### src/rtl/qam16_rx_demod.sv
// QAM16 receive demodulator: discards the matched-filter start-up transient, decimates
// to one sample per symbol at a fixed phase, slices both axes and Gray-demaps to 4 bits.
module qam16_rx_demod #(
  parameter int SPS       = 4,
  parameter int PHASE     = 0,
  parameter int FLUSH_LEN = 10,
  parameter int THR       = 2048
) (
  input  logic        clk,
  input  logic        reset,
  input  logic [15:0] din_i,
  input  logic [15:0] din_q,
  input  logic        din_valid,
  output logic [3:0]  data_out,
  output logic        data_valid,
  output logic        locked,
  output logic [15:0] sym_cnt
);

  localparam int FW = (FLUSH_LEN < 2) ? 1 : $clog2(FLUSH_LEN + 1);
  localparam logic signed [15:0] thr_pos = 16'(THR);
  localparam logic signed [15:0] thr_neg = -thr_pos;

  typedef enum logic {FLUSH, RUN} state_t;

  state_t          state_reg, state_next;
  logic [FW-1:0]   flush_cnt_reg, flush_cnt_next;
  logic [3:0]      phase_reg, phase_next;
  logic            take;
  logic [3:0]      sym_bits;
  logic [15:0]     axis [2];

  logic [3:0]      data_out_reg;
  logic            data_valid_reg;
  logic            locked_reg;
  logic [15:0]     sym_cnt_reg;

  assign axis[0] = din_q;
  assign axis[1] = din_i;

  // Slice each axis to one of four levels, emitting the Gray code directly.
  generate
    for (genvar gi = 0; gi < 2; gi++) begin : g_slicer
      logic signed [15:0] x;
      assign x = axis[gi];
      assign sym_bits[2*gi +: 2] = (x >= thr_pos)  ? 2'b10 :
                                   (x >= 16'sd0)   ? 2'b11 :
                                   (x >= thr_neg)  ? 2'b01 : 2'b00;
    end
  endgenerate

  always_ff @(posedge clk) begin
    if (reset) begin
      state_reg <= (FLUSH_LEN == 0) ? RUN : FLUSH;
    end else begin
      state_reg <= state_next;
    end
  end

  always_comb begin
    state_next     = state_reg;
    flush_cnt_next = flush_cnt_reg;
    phase_next     = phase_reg;
    take           = 1'b0;
    case (state_reg)
      FLUSH: begin
        if (din_valid) begin
          flush_cnt_next = flush_cnt_reg + 1'b1;
          if (flush_cnt_next == FW'(FLUSH_LEN)) begin
            state_next = RUN;
          end
        end
      end
      RUN: begin
        if (din_valid) begin
          take       = (phase_reg == 4'(PHASE));
          phase_next = (phase_reg == 4'(SPS - 1)) ? 4'd0 : phase_reg + 4'd1;
        end
      end
      default: state_next = FLUSH;
    endcase
  end

  // locked follows the next state so it rises the cycle after the last discarded sample,
  // yet stays low through the cycle following reset even when no flush is configured.
  always_ff @(posedge clk) begin
    if (reset) begin
      flush_cnt_reg  <= '0;
      phase_reg      <= 4'd0;
      data_out_reg   <= 4'd0;
      data_valid_reg <= 1'b0;
      locked_reg     <= 1'b0;
      sym_cnt_reg    <= 16'd0;
    end else begin
      flush_cnt_reg  <= flush_cnt_next;
      phase_reg      <= phase_next;
      data_valid_reg <= take;
      locked_reg     <= (state_next == RUN);
      if (take) begin
        data_out_reg <= sym_bits;
        if (sym_cnt_reg != 16'hFFFF) begin
          sym_cnt_reg <= sym_cnt_reg + 16'd1;
        end
      end
    end
  end

  assign data_out   = data_out_reg;
  assign data_valid = data_valid_reg;
  assign locked     = locked_reg;
  assign sym_cnt    = sym_cnt_reg;

endmodule

### config.mk
export PLATFORM = sky130hd
export DESIGN_NAME = qam16_rx_demod
export DESIGN_NICKNAME = d
export VERILOG_FILES = /design/src/rtl/qam16_rx_demod.sv
export SDC_FILE = /design/constraint.sdc
export NUM_CORES = 1
export LEC_CHECK = 0
export BUFFER_PORTS_ARGS = -buffer_cell sky130_fd_sc_hd__buf_2
export CORE_MARGIN = 10
export CORE_UTILIZATION = 45
export DETAILED_ROUTE_END_ITERATION = 16
export GPL_TIMING_DRIVEN = 0
export HOLD_SLACK_MARGIN = 0.1
export PLACE_DENSITY = 0.8
export SLEW_MARGIN = 15
export SYNTH_ARGS = -nofsm -noshare
export SYNTH_HDL_FRONTEND = slang
export SYNTH_SLANG_ARGS = --single-unit
export TNS_END_PERCENT = 5
### constraint.sdc
create_clock -name clk -period 2.5 [get_ports clk]
set_clock_uncertainty 0.05 [all_clocks]
set_input_delay 0.5 -clock clk [delete_from_list [all_inputs] [get_ports clk]]
set_output_delay 0.5 -clock clk [all_outputs]
set_load 0.01 [all_outputs]
==> impl_metrics.csv <==
group,metric,value,unit
layout,regArea,601,sq um
placement,dp_hpwl,2570,microns
setup_path,cp.arrival,2300,ps
logic_synthesis,ys_ff_latch,30,
timing,worstMarginPinSlew,521,ps
setup_path,critical_path_class,"reg2reg",
clock_network,post_cts_buffers,0,
setup_path,reg2reg_to,"sym_cnt[1]",
layout,fin_util,57.6,%
timing,setup_viol,0,
global_route,grt_pass1_vias,1291,
detailed_routing,via_per_inst,5.14,
worst_hold_path,hold_path.class,"in2reg",
layout,largest_reg_flops,16,
timing,grt_setup_unrepaired,"false",
floorplan,start_util,47.0,%
global_route,busiest_layer,"met2",
setup_path,worst-path-buf-inv,1,
logic_synthesis,avgSynthCellArea,8.57,sq um
clock_network,numCtsBuffers,5,
logic_synthesis,synth_edf_count,0,
setup_path,crit_path_frequent_cell,"nor2_1",
logic_synthesis,synthDistinctLibCells,38,
timing,setup_ws,358,ps
floorplan,core-area,3080,sq um
floorplan,die_w,76.7,microns
setup_path,slowest_stage,"nor2_1",
logic_synthesis,synth_most_common_cell,"dfxtp_1",
global_route,grt_pass1_wl,5640,microns
global_route,antenna_found_initial,0,
setup_path,ff2ff_path_depth,7,
floorplan,die_y,76.7,microns
flow_run,drv_cap,0,
detailed_routing,wl_per_cell,12.4,microns
timing,slew_violations,0,
clock_network,cts_buffer_depth,2,
setup_path,cp_slowest_stage_delay,420,ps
layout,synthToLayoutAreaGrowth,22.5,%
logic_synthesis,netlist.area_leader.share,41.5,%
floorplan,rows,20,
timing,setup_tns,0,ps
layout,diodes,0,
clock_network,cts_sinks,30,
logic_synthesis,yosysWarnings,0,
timing,relSlewSlack,65.0,%
timing,fin_crit_sh,85.7,%
global_route,grt_max_degree,11,
detailed_routing,drtIter0Drc,85,
detailed_routing,ant_nets,0,
clock_network,cts_tree,"done",
placement,dpl-instance-area,1730,sq um
power,power_per_cell_area,446,nW/um^2
global_route,grt.met1_usage,13.3,%
global_route,gr-usage-met2,18.5,%
setup_path,r2r_start,"phase_reg[0]",
logic_synthesis,async_flop_share,0,%
clock_network,clk_pin_slew,90,ps
logic_synthesis,yosys-top-cells-area,"dfxtp_1, nor2_1, xor2_1",
clock_network,hold_buffers,0,
timing,timing.fmax,467,MHz
logic_synthesis,syn_nets,209,
power,vdd_drop_max,0.000300,V
worst_hold_path,min_to,"data_out[3]",
logic_synthesis,syn_inst,169,
logic_synthesis,synth_ff_type,"dfxtp_1",
setup_path,cp-start-kind,"flop",
detailed_routing,num_vias,1361,
setup_path,r2r_setup_slack,360,ps
setup_path,endpoint_kind,"flop",
timing,fin_crit,2140,ps
setup_path,cp_max_fo,8,
setup_path,crit_chain,"inv_1 -> ha_1 -> or3b_4 -> nor2_1 -> o21ai_0 -> mux2i_1 -> nor2_1",
floorplan,io-pin-count,57,
logic_synthesis,synth_seq_area_share,41.5,%
placement,gp_congestion,0.769,
clock_network,htreeDepth,2,
placement,pre_cts_slack,380,ps
logic_synthesis,netlist_top_cells_count,"dfxtp_1, nor2_1, nand2_1",
run_status,status,"finished, final reports clean",
worst_hold_path,hold_start,"din_i[15]",
placement,placement.io_buffers,45,
worst_hold_path,hold_depth,2,
layout,final_cell_area,1770,sq um
detailed_routing,wl,3280,microns
clock_network,cts_resized,0,
layout,multi_input_area,816,sq um
floorplan,die_area,5890,sq um
clock_network,insertion_delay,320,ps
timing,finalHoldViolCount,0,
clock_network,root_buffer,"clkbuf_4",
setup_path,cp.required,2650,ps
layout,nets,261,
global_route,track_usage,11.3,%
layout,drive_gt1_share,25.8,%
power,cellLeakagePower,0.768,nW
logic_synthesis,netlist_area,1450,sq um
setup_path,crit_family,"simple AND/OR/NAND/NOR gates",
global_route,use_met3,3.38,%
detailed_routing,drc_errors,0,
detailed_routing,drt_pre_antenna_iters,4,
global_route,grt_overflow_total,0,
layout,n_fill_cell,302,
logic_synthesis,yosysTopAreaCell,"dfxtp_1",
[final cells by class]
type / instances / share of cell area (%)
Multi-Input combinational cell: 131 / 46.0
Tap cell: 44 / 3.11
Sequential cell: 30 / 33.9
Inverter: 4 / 0.847
Clock buffer: 7 / 2.54
Timing Repair Buffer: 45 / 12.7
Buffer: 4 / 0.917
[layout by cell type, fill, tap and decap left out, types with 2 or more instances in the layout]
cell	count
a211oi_1	5
a21oi_1	5
a31oi_1	5
and2_1	3
and3_1	5
buf_2	46
clkbuf_1	4
clkbuf_4	5
dfxtp_1	30
ha_1	5
inv_1	4
mux2i_1	3
nand2_1	13
nand2b_1	2
nand3_1	6
nand4_1	8
nor2_1	29
nor3_1	6
nor4_1	3
o21ai_0	3
or4_1	3
xor2_1	11
[metal layers]
| metal | wire [microns] | up-vias | share of wire (%) |
|---|---|---|---|
| li1 | - | 716 | - |
| met5 | 0 | - | 0 |
| met4 | 53 | 0 | 1.6 |
| met2 | 1610 | 26 | 49 |
| met3 | 160 | 7 | 4.9 |
| met1 | 1460 | 612 | 44 |
[worst reg2reg max path, delay by kind of cell (launching register included)]
family          cells  cell delay (ps)
flops               1              350
simple gates        3              880
buf+inv             1               70
mux                 1              210
fa+ha+maj           1              150
compound gates      1              330
[cells by family (layout without fill, tap and decap cells)]
| family | count (synthesis) | count (layout) | synth area share, % |
|---|---|---|---|
| xor+xnor | 12 | 12 | 7.26 |
| buf+inv | 8 | 60 | 2.16 |
| flops | 30 | 30 | 41.5 |
| simple gates | 87 | 87 | 31.9 |
| compound gates | 24 | 24 | 10.8 |
| mux | 3 | 3 | 2.07 |
| fa+ha+maj | 5 | 5 | 4.32 |
[per-stage QoR]
step	total power, W	instances	hold WS, ps
floorplan	0.000517	169	416
global placement	0.000543	258	433
detailed placement	0.000544	258	436
CTS	0.000799	265	310
global route	0.000825	265	331
finish	0.000790	265	315
[report_power, final]
| part | internal (W) | switching, W |
|---|---|---|
| registers | 0.000481 | 0.00000573 |
| clock network | 0.000106 | 0.000153 |
| logic | 0.0000224 | 0.0000227 |
| total | 0.000609 | 0.000181 |
[worst max-delay path by stage]
stage / start / endpoint / slack, ps / depth (start not counted)
after floorplan: phase_reg[0] / sym_cnt[15] / 610 / 7
after global placement: phase_reg[0] / sym_cnt[1] / 350 / 7
after detailed placement: phase_reg[0] / sym_cnt[1] / 380 / 7
after CTS: phase_reg[0] / sym_cnt[1] / 370 / 7
after global routing: phase_reg[0] / sym_cnt[1] / 180 / 7
final: phase_reg[0] / sym_cnt[1] / 360 / 7
No activity file was read; power rests on OpenSTA's default activity.
